### config.mk
export PLATFORM = sky130hd
export DESIGN_NAME = sfx_event_queue
export DESIGN_NICKNAME = d
export VERILOG_FILES = /design/src/rtl/sfx_event_queue.sv
export SDC_FILE = /design/constraint.sdc
export NUM_CORES = 1
export LEC_CHECK = 0
export ABC_CLOCK_PERIOD_IN_PS = 2200
export CAP_MARGIN = 20
export CORE_ASPECT_RATIO = 1.25
export CORE_MARGIN = 2
export CORE_UTILIZATION = 51
export DETAILED_ROUTE_END_ITERATION = 10
export PLACE_DENSITY = 0.7
export SETUP_SLACK_MARGIN = 0.15
export SYNTH_ARGS = -nofsm -noshare
export SYNTH_HDL_FRONTEND = slang
export SYNTH_SLANG_ARGS = --single-unit
export TNS_END_PERCENT = 5
### constraint.sdc
create_clock -name clk -period 2.2 [get_ports clk]
set_input_delay 0.44 -clock clk [delete_from_list [all_inputs] [get_ports clk]]
set_output_delay 0.44 -clock clk [all_outputs]
set_load 0.1 [all_outputs]
### src/rtl/sfx_event_queue.sv
// sfx_event_queue: synchronizes hit inputs into prioritized sound events, queues them and plays them frame-timed; `define SFX_TEST_MODE_EN adds the self-test sequencer
module sfx_event_queue #(
   parameter int EAT_FRAMES = 8,
   parameter int DIE_FRAMES = 32,
   parameter int HIT_FRAMES = 12,
   parameter int FIFO_DEPTH = 4
) (
   input  logic clk,
   input  logic reset,
   input  logic frame_end,
   input  logic sheep_dragon_hit,
   input  logic player_dragon_hit,
   input  logic sword_dragon_hit,
   input  logic test_mode,
   output logic eat_sound,
   output logic die_sound,
   output logic hit_sound,
   output logic busy,
   output logic overflow
);
   localparam int AW = $clog2(FIFO_DEPTH);
   localparam int CW = AW + 1;
   localparam logic [CW-1:0] FULL = CW'(FIFO_DEPTH);
   localparam logic [5:0] EAT_N = 6'(EAT_FRAMES);
   localparam logic [5:0] HIT_N = 6'(HIT_FRAMES);
   localparam logic [5:0] DIE_N = 6'(DIE_FRAMES);
   typedef enum logic [1:0] {IDLE, ARM, PLAY} state_t;
   logic [2:0] raw, inj, psel;
   logic [2:0] sync1_q, sync1_d, sync2_q, sync2_d, prev_q, prev_d, rise_q, rise_d, pend_q, pend_d;
   logic [2:0] snd_q, snd_d;
   logic [1:0] pcode, head, code_q, code_d;
   logic [1:0] mem_q [FIFO_DEPTH];
   logic [1:0] mem_d [FIFO_DEPTH];
   logic [AW-1:0] wr_q, wr_d, rd_q, rd_d;
   logic [CW-1:0] cnt_q, cnt_d;
   logic [5:0] frm_q, frm_d;
   logic full, wr_en, pop, busy_q, busy_d, ovf_q, ovf_d;
   state_t state_q, state_d;
   // bit order everywhere: [2]=DIE, [1]=HIT, [0]=EAT
   assign raw = {player_dragon_hit, sword_dragon_hit, sheep_dragon_hit};
`ifdef SFX_TEST_MODE_EN
   logic tm1_q, tm1_d, tm2_q, tm2_d;
   logic [5:0] tcnt_q, tcnt_d;
   logic [1:0] step_q, step_d;
   // every 64th frame_end under test_mode injects EAT, then HIT, then DIE on the following frames
   always_comb begin
      tm1_d = test_mode;
      tm2_d = tm1_q;
      tcnt_d = tm2_q ? (frame_end ? tcnt_q + 6'd1 : tcnt_q) : 6'd0;
      inj = 3'b000;
      step_d = step_q;
      if (!tm2_q) step_d = 2'd0;
      else if (frame_end) begin
         if (step_q == 2'd1) begin inj = 3'b010; step_d = 2'd2; end
         else if (step_q == 2'd2) begin inj = 3'b100; step_d = 2'd0; end
         else if (tcnt_q == 6'd63) begin inj = 3'b001; step_d = 2'd1; end
      end
   end
   // test-mode synchronizer and sequencer state
   always_ff @(posedge clk) begin
      if (reset) begin
         tm1_q <= 1'b0;
         tm2_q <= 1'b0;
         tcnt_q <= 6'd0;
         step_q <= 2'd0;
      end else begin
         tm1_q <= tm1_d;
         tm2_q <= tm2_d;
         tcnt_q <= tcnt_d;
         step_q <= step_d;
      end
   end
`else
   logic tm_unused;
   assign tm_unused = test_mode;
   assign inj = 3'b000;
`endif
   // edge detect, priority push into the FIFO, and the IDLE/ARM/PLAY playback sequencing
   always_comb begin
      sync1_d = raw;
      sync2_d = sync1_q;
      prev_d = sync2_q;
      rise_d = sync2_q & ~prev_q;
      psel = pend_q[2] ? 3'b100 : pend_q[1] ? 3'b010 : {2'b00, pend_q[0]};
      pcode = pend_q[2] ? 2'd3 : pend_q[1] ? 2'd2 : 2'd1;
      full = cnt_q == FULL;
      wr_en = |pend_q && !full;
      pop = state_q == IDLE && cnt_q != '0;
      pend_d = (pend_q & ~psel) | rise_q | inj;
      ovf_d = |pend_q && full;
      mem_d = mem_q;
      if (wr_en) mem_d[wr_q] = pcode;
      wr_d = wr_en ? wr_q + AW'(1) : wr_q;
      rd_d = pop ? rd_q + AW'(1) : rd_q;
      cnt_d = cnt_q + CW'(wr_en) - CW'(pop);
      head = mem_q[rd_q];
      state_d = state_q;
      code_d = code_q;
      frm_d = frm_q;
      if (pop) begin
         code_d = head;
         frm_d = head == 2'd3 ? DIE_N : head == 2'd2 ? HIT_N : EAT_N;
         state_d = ARM;
      end else if (state_q == ARM && frame_end) state_d = PLAY;
      else if (state_q == PLAY && frame_end) begin
         frm_d = frm_q - 6'd1;
         state_d = frm_q == 6'd1 ? IDLE : PLAY;
      end
      busy_d = state_d != IDLE;
      snd_d = state_d == PLAY ? {code_d == 2'd3, code_d == 2'd2, code_d == 2'd1} : 3'b000;
   end
   // FIFO storage needs no reset: pointers and count define which entries are valid
   always_ff @(posedge clk) mem_q <= mem_d;
   // all control state, including the registered outputs
   always_ff @(posedge clk) begin
      if (reset) begin
         sync1_q <= 3'b000;
         sync2_q <= 3'b000;
         prev_q <= 3'b000;
         rise_q <= 3'b000;
         pend_q <= 3'b000;
         wr_q <= '0;
         rd_q <= '0;
         cnt_q <= '0;
         state_q <= IDLE;
         code_q <= 2'd0;
         frm_q <= 6'd0;
         snd_q <= 3'b000;
         busy_q <= 1'b0;
         ovf_q <= 1'b0;
      end else begin
         sync1_q <= sync1_d;
         sync2_q <= sync2_d;
         prev_q <= prev_d;
         rise_q <= rise_d;
         pend_q <= pend_d;
         wr_q <= wr_d;
         rd_q <= rd_d;
         cnt_q <= cnt_d;
         state_q <= state_d;
         code_q <= code_d;
         frm_q <= frm_d;
         snd_q <= snd_d;
         busy_q <= busy_d;
         ovf_q <= ovf_d;
      end
   end
   assign {die_sound, hit_sound, eat_sound} = snd_q;
   assign busy = busy_q;
   assign overflow = ovf_q;
endmodule

# After elaboration in Yosys (flattened, before gate mapping)
# Cells that the tools add are included.
[word_totals]
register_bits = 45
latchBits = 0
ram_bits = 0
mem_bits_ro = 0
in_bits = 7
out_inout_bits = 5
memories = 0
[classes]
n_addsub = 5
mul = 0
div_mod_pow = 0
magnitude_cmp = 3
eq_ne = 11
shifts = 0
n_mux = 20
n_bitwise = 8
n_reduce_logical = 14
[ops]
columns = ["op", "count"]
rows = [
  ["2-to-1 mux 6 bit", 4],
  ["2-to-1 mux 2 bit", 11],
  ["== test 2 bit (second input constant)", 6],
  ["bitwise mux 8 bit", 1],
  ["bitwise AND 3 bit", 2],
  ["== test 6 x 1 -> 1 bit (second input constant)", 1],
  ["greater-or-equal comparator 3 bit (second input constant)", 2],
  ["logical AND 1 bit", 6],
  ["2-to-1 mux 3 bit", 2],
  ["inverter 2 -> 3 bit", 2],
  ["inverter 3 bit", 2],
  ["subtractor 6 x 1 -> 6 bit (second input constant)", 1],
  ["adder 2 x 1 -> 2 bit (second input constant)", 2],
  ["binary-select mux 2 bit (select 2 bit)", 1],
  ["demux 2 bit (select 2 bit)", 1],
  ["== test 2 x 1 -> 1 bit (second input constant)", 2],
  ["nonzero test 2 bit", 2],
  ["adder 3 x 1 -> 3 bit", 1],
  ["== test 3 bit (second input constant)", 1],
  ["< comparator 3 x 1 -> 1 bit (second input constant)", 1],
  ["OR 3 bit", 1],
  ["nonzero test 3 bit", 1],
  ["OR reduction 3 bit", 1],
  ["subtractor 3 x 1 -> 3 bit", 1],
  ["6 further kinds", 6],
]

# Logic depth before layout (Yosys ltp)
# Gate-level depths: netlist of the first run.
[logic_depth]
depth_word = 8
ltp_mapped = 9
depth_no_buf = 9

# Worst setup path after synthesis of the first run
# No wires, ideal clock.
[synth_path]
kind = "register -> register"
from = "register cnt_q[1]"
to = "register cnt_q[2]"
arrival_ns = 1.936
path_slack_ns = 0.137
stages_incl_launch_ff = 10
n_path_buf = 0
synth_period_minus_slack_ns = 2.063
cell_sequence = "dfxtp_1 > nor2_1 > a21oi_1 > xnor2_1 > ha_1 > inv_1 > fa_1 > xor2_1 > xnor2_1 > nor2_1"
[synth_between]
elab_chain_cells = 5
[synth_rtl]
columns = ["element", "line", "text"]
rows = [
  ["from (decl)", "35", "logic [CW-1:0] cnt_q, cnt_d;"],
  ["from (signal assigned)", "139", "cnt_q <= cnt_d;"],
  ["== test 3 bit", "86", "full = cnt_q == FULL;"],
  ["zero test 1 bit", "87", "wr_en = |pend_q && !full;"],
  ["logical AND 1 bit", "87", ""],
  ["adder 3 x 1 -> 3 bit", "95", "cnt_d = cnt_q + CW'(wr_en) - CW'(pop);"],
  ["subtractor 3 x 1 -> 3 bit *", "95", ""],
]
# Every way passes the cells marked *; elsewhere a longest branch is shown, timed or not.
# A chain may end at the register's enable or synchronous reset.

# Worst setup path in the final report of the first run
# Ends and elaborated chain as after synthesis.

==> impl_metrics.sql, run 1 <==
INSERT INTO impl_metrics (metric_group, metric, value, unit) VALUES
('outcome', 'status', 'complete, no violations', ''),
('critical_path', 'timing.critical_path.from', 'cnt_q[1]', ''),
('clock_tree', 'clock-sinks', '45', ''),
('sta', 'tns', '0', 'ps'),
('logic_synthesis', 'most_frequent_cell_after_synthesis', 'dfxtp_1', ''),
('finish', 'insertedDiodeCount', '0', ''),
('critical_path', 'regToRegStartpoint', 'cnt_q[1]', ''),
('sta', 'worst_pin_slew', '351.4', 'ps'),
('critical_path', 'worst-r2r-setup-slack', '200', 'ps'),
('clock_tree', 'clock_tree_from_tritoncts', 'done', ''),
('grt', 'first_global_vias', '1130', ''),
('hold_path', 'hold_path_class', 'reg2reg', ''),
('logic_synthesis', 'synth_top_family_by_area', 'simple AND/OR/NAND/NOR gates', ''),
('route', 'routed-wl-met3', '69', 'um'),
('clock_tree', 'cts-root-to-sink-buffers', '2', ''),
('grt', 'grt_pass1_wl', '4.781', 'mm'),
('logic_synthesis', 'number_of_flops_mapped_to_enable_cells_by_yosys', '8', ''),
('sta', 'worst_clock_skew', '7.328', 'ps'),
('clock_tree', 'cts-buffers-inserted', '5', ''),
('finish', 'final_core_util', '61.59', '%'),
('floorplan', 'placement_rows', '24', ''),
('route', 'drt.antenna.violating_nets', '0', ''),
('finish', 'nets', '191', ''),
('critical_path', 'worst_r2r_path_depth', '9', ''),
('clock_tree', 'cts_max_level', '2', ''),
('clock_tree', 'worst_skew_pair.late_latency', '290', 'ps'),
('route', 'm1WireLength', '1.103', 'mm'),
('power', 'static-leakage-power', '0.0008086', 'uW'),
('logic_synthesis', 'synth_adder_area_share', '6.010', '%'),
('route', 'detailroute.via_count', '1066', ''),
('power', 'vdd_drop_max', '0.0007225', 'V'),
('logic_synthesis', 'synth_simple_gate_area_share', '19.85', '%'),
('critical_path', 'setup.worst_path.start_class', 'register', ''),
('floorplan', 'io_count', '12', ''),
('sta', 'finalSetupViolCount', '0', ''),
('placed_design', 'placed_cells_incl_taps', '206', ''),
('logic_synthesis', 'synth_async_sr_flop_share', '0', '%'),
('logic_synthesis', 'synth-main-ff-cell', 'dfxtp_1', ''),
('logic_synthesis', 'share_of_synthesized_area_occupied_by_flip_flops_and_latches', '54.79', '%'),
('hold_path', 'hold_path_startpoint', 'prev_q[0]', ''),
('sta', 'timing.final.crit_share', '90.93', '%'),
('clock_tree', 'ctsHoldBuffers', '0', ''),
('logic_synthesis', 'synthTopCellsByArea', 'dfxtp_1, edfxtp_1, ha_1', ''),
('sta', 'final_period_minus_worst_setup_slack', '2000', 'ps'),
('floorplan', 'core_region_area', '3423', 'sq um'),
('logic_synthesis', 'avgSynthCellArea', '11.33', 'sq um'),
('grt', 'antenna_found_initial', '0', ''),
('clock_tree', 'cts_root_buffer', 'clkbuf_8', ''),
('logic_synthesis', 'synth_compound_gate_area_share', '5.521', '%'),
('critical_path', 'cp-endpoint', 'cnt_q[2]', ''),
('route', 'post_drt_wl_per_cell', '12.72', 'um'),
('logic_synthesis', 'syn-instance-count', '158', ''),
('grt', 'grt_remaining_overflow', '0', ''),
('logic_synthesis', 'synth_top_cells_by_count', 'dfxtp_1, nor2_1, nor2b_1', ''),
('sta', 'final_max_slew_viol_count', '0', ''),
('critical_path', 'r2r_end', 'cnt_q[2]', ''),
('finish', 'register_area', '985.9', 'sq um'),
('critical_path', 'crit_required', '2380', 'ps'),
('critical_path', 'worst-endpoint-arrival', '2180', 'ps'),
('route', 'detailedRoute.firstPassIterationCount', '3', ''),
('route', 'uppermost_layer_routed', 'met3', ''),
('route', 'remaining_drc_errors', '0', ''),
('logic_synthesis', 'synth_top_area_share', '41.37', '%'),
('logic_synthesis', 'yosysWarningCount', '0', ''),
('route', 'finalWirelength', '2.748', 'mm'),
('logic_synthesis', 'synthDistinctLibCells', '36', ''),
('finish', 'drive_gt1_share', '21.47', '%'),
('logic_synthesis', 'post-synth-top-area-cell', 'dfxtp_1', ''),
('logic_synthesis', 'yosys_register_bits', '45', ''),
('route', 'detail_routed_via_count_per_cell', '4.935', ''),
('grt', 'pin_count_of_the_biggest_net_entering_global_routing', '33', '');
[worst min path at each step]
| stage | endpoint | slack (ps) | cells after the start |
|---|---|---|---|
| 6_report | rise_q[0] | 390 | 1 |
| 5_1_grt | rise_q[0] | 400 | 1 |
| 4_1_cts | rise_q[0] | 390 | 1 |
| 3_5_place_dp | rise_q[1] | 370 | 1 |
| 3_3_place_gp | rise_q[0] | 370 | 1 |
| 2_1_floorplan | rise_q[0] | 370 | 1 |
[critical path: stages, from the launching register on]
cell     delay (ps)
dfxtp_4         350
or3_4           390
nand2_4          90
xnor2_2         110
ha_2            190
inv_1            50
fa_2            350
xor2_2          180
xnor2_1         130
nor2_1           50
[logic make-up after synthesis]
| family | count (synthesis) |
|---|---|
| AO/OA/AOI/OAI | 15 |
| XOR/XNOR | 10 |
| adder cells (fa/ha/maj) | 8 |
| buffers and inverters | 14 |
| flip-flops | 45 |
| multiplexers | 5 |
| AND/OR/NAND/NOR | 61 |
[power by group]
group	switching, uW	internal, uW	leakage (uW)
clock network	262	295	0.0000536
logic	496	425	0.000380
registers	99.1	960	0.000375
[stage by stage]
step                worst slack [ps]  cell area (sq um)  hold slack, ps  power, uW
finish                         199.5               2108           387.7       2537
global route                   114.3               2108           400.9       2692
CTS                            185.0               2088           388.7       2527
detailed placement             129.9               1947           374.0       1917
global placement               211.2               1947           372.0       1879
floorplan                      179.8               1794           367.4       1759
[per-layer routing]
metal,track usage [%],vias to the layer above
met3,5.000,0
met5,0,-
met2,28.86,9
li1,-,562
met1,16.44,495
met4,5.426,0
[layout by cell type, fill, tap and decap left out, types with 2 or more instances in the layout]
| master | netlist | routed |
|---|---|---|
| mux4_2 | 2 | 2 |
| buf_4 | 0 | 10 |
| clkdlybuf4s50_1 | 0 | 5 |
| nand4_1 | 2 | 2 |
| nor2_1 | 18 | 17 |
| nor3_1 | 5 | 4 |
| nor3b_2 | 2 | 2 |
| mux2i_4 | 2 | 2 |
| nand2b_1 | 2 | 2 |
| and2_1 | 4 | 4 |
| xor2_1 | 5 | 4 |
| nand2_1 | 5 | 4 |
| clkbuf_8 | 0 | 5 |
| dfxtp_1 | 37 | 35 |
| a21oi_1 | 7 | 6 |
| ha_1 | 7 | 6 |
| inv_1 | 9 | 9 |
| nor2b_1 | 14 | 14 |
| xnor2_1 | 5 | 4 |
| edfxtp_1 | 8 | 8 |
| nand3_1 | 3 | 3 |
[timing repair]
item,CTS,global route
endpoints found under the setup margin,1,1
setup buffers,2,0
pin swaps,3,2
gates resized for setup,8,3
[area by class of cell]
class,count,area share [%]
sequential,45,46.77
multi-input combinational,99,37.39
clock inverter,1,0.4154
tap,39,2.315
inverter,9,1.602
timing repair buffer,16,6.884
clock buffer,7,4.629
[registers in the layout, summed over array words and instances, names as in the netlist, 3 cells and up]
register / count
sync1_q: 3
prev_d: 3
cnt_q: 3
pend_q: 3
frm_q: 6
prev_q: 3
rise_q: 3
snd_q: 3
mem_q: 8
No activity file was read; power rests on OpenSTA's default activity.
==> run 2: changes to the inputs <==
==> constraint.sdc (replaced) <==
create_clock -name clk -period 2.2 [get_ports clk]
set_input_delay 0.22 -clock clk [delete_from_list [all_inputs] [get_ports clk]]
set_output_delay 0.22 -clock clk [all_outputs]
set_load 0.1 [all_outputs]
==> impl_metrics.sql, run 2 (synthesis gave the netlist of run 1 again) <==
INSERT INTO impl_metrics (metric_group, metric, value, unit) VALUES
('outcome', 'status', 'complete, no violations', ''),
('grt', 'gr-usage-met1', '16.77', '%'),
('critical_path', 'timing.critical_path.to_type', 'register', ''),
('grt', 'global_route.usage.met2', '28.10', '%'),
('hold_path', 'hold_path_startpoint', 'prev_q[0]', ''),
('grt', 'grt_use_met3', '5.185', '%'),
('clock_tree', 'cts-buffers-inserted', '5', ''),
('power', 'p_switching', '864.3', 'uW'),
('grt', 'antenna_found_initial', '0', ''),
('clock_tree', 'clock_tree_from_tritoncts', 'done', ''),
('clock_tree', 'cts_max_level', '2', ''),
('hold_path', 'hold_path_class', 'reg2reg', ''),
('route', 'post_drt_wl_per_cell', '12.77', 'um'),
('grt', 'first_global_vias', '1152', ''),
('floorplan', 'placement_rows', '24', ''),
('sta', 'timing.hold.ws', '386.2', 'ps'),
('route', 'detailedRoute.firstPassIterationCount', '4', ''),
('finish', 'area_growth_syn_to_layout', '14.81', '%'),
('critical_path', 'critical_path.max_fanout', '4', ''),
('critical_path', 'r2r_end', 'cnt_q[2]', ''),
('clock_tree', 'cts-root-to-sink-buffers', '2', ''),
('finish', 'layout_common_cells', 'dfxtp_1, nor2_1, nor2b_1', ''),
('route', 'detailroute.via_count', '1112', ''),
('power', 'vdd_drop_max', '0.0008308', 'V'),
('route', 'drt.antenna.violating_nets', '0', ''),
('placed_design', 'dp.final_hpwl', '1.969', 'mm'),
('sta', 'worst_clock_skew', '8.149', 'ps'),
('floorplan', 'io_count', '12', ''),
('floorplan', 'core_region_area', '3423', 'sq um'),
('sta', 'post-route-worst-setup-slack', '185.4', 'ps'),
('finish', 'largest-register', 'mem_q', ''),
('critical_path', 'worst-endpoint-arrival', '2190', 'ps'),
('clock_tree', 'cts_root_buffer', 'clkbuf_8', ''),
('route', 'finalWirelength', '2.720', 'mm'),
('clock_tree', 'clock-sinks', '45', ''),
('power', 'switching_share', '34.50', '%'),
('grt', 'grt_usage', '15.67', '%'),
('grt', 'grt_remaining_overflow', '0', ''),
('clock_tree', 'clk_pin_slew', '80', 'ps'),
('sta', 'timing.final.crit_share', '91.57', '%'),
('sta', 'hold_violations', '0', ''),
('critical_path', 'setup.worst_path.start_class', 'register', ''),
('critical_path', 'regToRegStartpoint', 'cnt_q[2]', ''),
('grt', 'busiest_layer', 'met2', ''),
('critical_path', 'crit_required', '2380', 'ps'),
('finish', 'largest_registers', 'mem_q x8, frm_q x6', ''),
('placed_design', 'gp_congestion', '0.7299', ''),
('finish', 'nets', '188', ''),
('route', 'detail_routed_via_count_per_cell', '5.221', ''),
('critical_path', 'path_class', 'reg2reg', ''),
('route', 'drt_iter0_drc', '61', ''),
('floorplan', 'die_ht', '70.25', 'um'),
('critical_path', 'worst-r2r-setup-slack', '190', 'ps'),
('floorplan', 'initial_core_util', '52.30', '%'),
('power', 'power_density', '1219', 'nW/um^2'),
('finish', 'insertedDiodeCount', '0', ''),
('sta', 'final_period_minus_worst_setup_slack', '2015', 'ps'),
('finish', 'mostFrequentLayoutCell', 'dfxtp_1', ''),
('route', 'remaining_drc_errors', '0', ''),
('finish', 'flip_flop_count_of_the_largest_register_after_layout', '8', ''),
('power', 'clock_network_fraction_of_total_power', '22.6', '%'),
('critical_path', 'worst_r2r_path_depth', '9', ''),
('power', 'seqPwrFrac', '42.8', '%'),
('flow_run', 'drv.max_cap_violation_count', '0', ''),
('finish', 'layoutNonFillerInstCount', '213', ''),
('floorplan', 'dieWidth', '57.00', 'um'),
('floorplan', 'dieArea', '4004', 'sq um'),
('finish', 'final_core_util', '60.05', '%'),
('power', 'internal_power', '1641', 'uW'),
('placed_design', 'placed_cells_incl_taps', '205', ''),
('sta', 'worst_pin_slew', '354.0', 'ps'),
('grt', 'grt_pass1_wl', '4.823', 'mm'),
('sta', 'maxSlewHeadroom', '75.79', '%'),
('sta', 'timing.fmax', '496.4', 'MHz'),
('power', 'share_comb_of_total_power', '34.6', '%'),
('finish', 'filler_cell_count', '308', ''),
('hold_path', 'worstHoldEndpoint', 'rise_q[0]', ''),
('grt', 'pin_count_of_the_biggest_net_entering_global_routing', '33', ''),
('power', 'static-leakage-power', '0.0007818', 'uW'),
('sta', 'grt_setup_unrepaired', 'yes', ''),
('placed_design', 'placement.setup.worst_slack', '68.27', 'ps'),
('sta', 'final_max_slew_viol_count', '0', ''),
('placed_design', 'portBuffers', '10', ''),
('sta', 'tns', '0', 'ps'),
('finish', 'drive_gt1_share', '18.97', '%'),
('sta', 'finalSetupViolCount', '0', ''),
('clock_tree', 'worst_skew_pair.late_latency', '300', 'ps'),
('hold_path', 'hold_depth', '1', ''),
('clock_tree', 'count_of_buffers_added_by_post_cts_timing_repair_for_setup', '0', '');
==> run 2: cell types whose count changed in the layout (fill, tap and decap cells not counted), sizes merged <==
cell / change
buf: -3
==> run 2: how the worst max path moves through the flow <==
| stage | startpoint | to | slack [ps] | depth (start not counted) |
|---|---|---|---|---|
| final | cnt_q[2] | cnt_q[2] | 190 | 9 |
| after global routing | cnt_q[2] | cnt_q[2] | 80 | 9 |
| after CTS | cnt_q[2] | cnt_q[2] | 150 | 9 |
| after detailed placement | cnt_q[2] | cnt_q[2] | 70 | 9 |
| after global placement | cnt_q[2] | cnt_q[2] | 200 | 9 |
| after floorplan | cnt_q[2] | cnt_q[2] | 180 | 9 |
==> run 2: cell type report <==
type                    count  area [sq um]  share of cell area, %
clock inverters             1         8.758                 0.4261
well taps                  39         48.80                  2.374
repair buffers             13         110.1                  5.356
clock buffers               7         97.59                  4.747
flip-flops and latches     45         983.4                  47.84
inverters                   9         33.78                  1.643
multi-input cells          99         773.2                  37.61
==> run 2: critical path: stages (launching register included) <==
cell	delay (ps)
dfxtp_2	350
or3_4	400
nand2_2	90
xnor2_1	120
ha_1	170
inv_1	50
fa_2	350
xor2_2	160
xnor2_1	150
nor2_1	50
==> run 2: repair_timing <==
item                       in CTS  in global routing
setup endpoints to repair       1                  1
hold buffers                    0                  0
gates resized for setup         5                  2
pin swaps                       1                  1
==> run 2: routing by layer <==
layer | share of wire [%] | up-vias
li1 | - | 557
met1 | 39 | 526
met2 | 53 | 22
met3 | 4.7 | 7
met4 | 2.7 | 0
met5 | 0 | -
==> run 2: through the flow <==
step / cell area, sq um / power, uW
after floorplan: 1794 / 1759
after CTS: 2048 / 2530
after global routing: 2056 / 2659
after detailed placement: 1927 / 1923
after global placement: 1927 / 1873
final: 2056 / 2505
==> run 2: power by group through the flow <==
stage	Clock [uW]	Sequential [uW]	Combinational, uW
global placement	0	1080	797
detailed placement	0	1080	841
finish	567	1070	866
CTS	587	1070	874
global route	615	1090	956
floorplan	0	1160	596
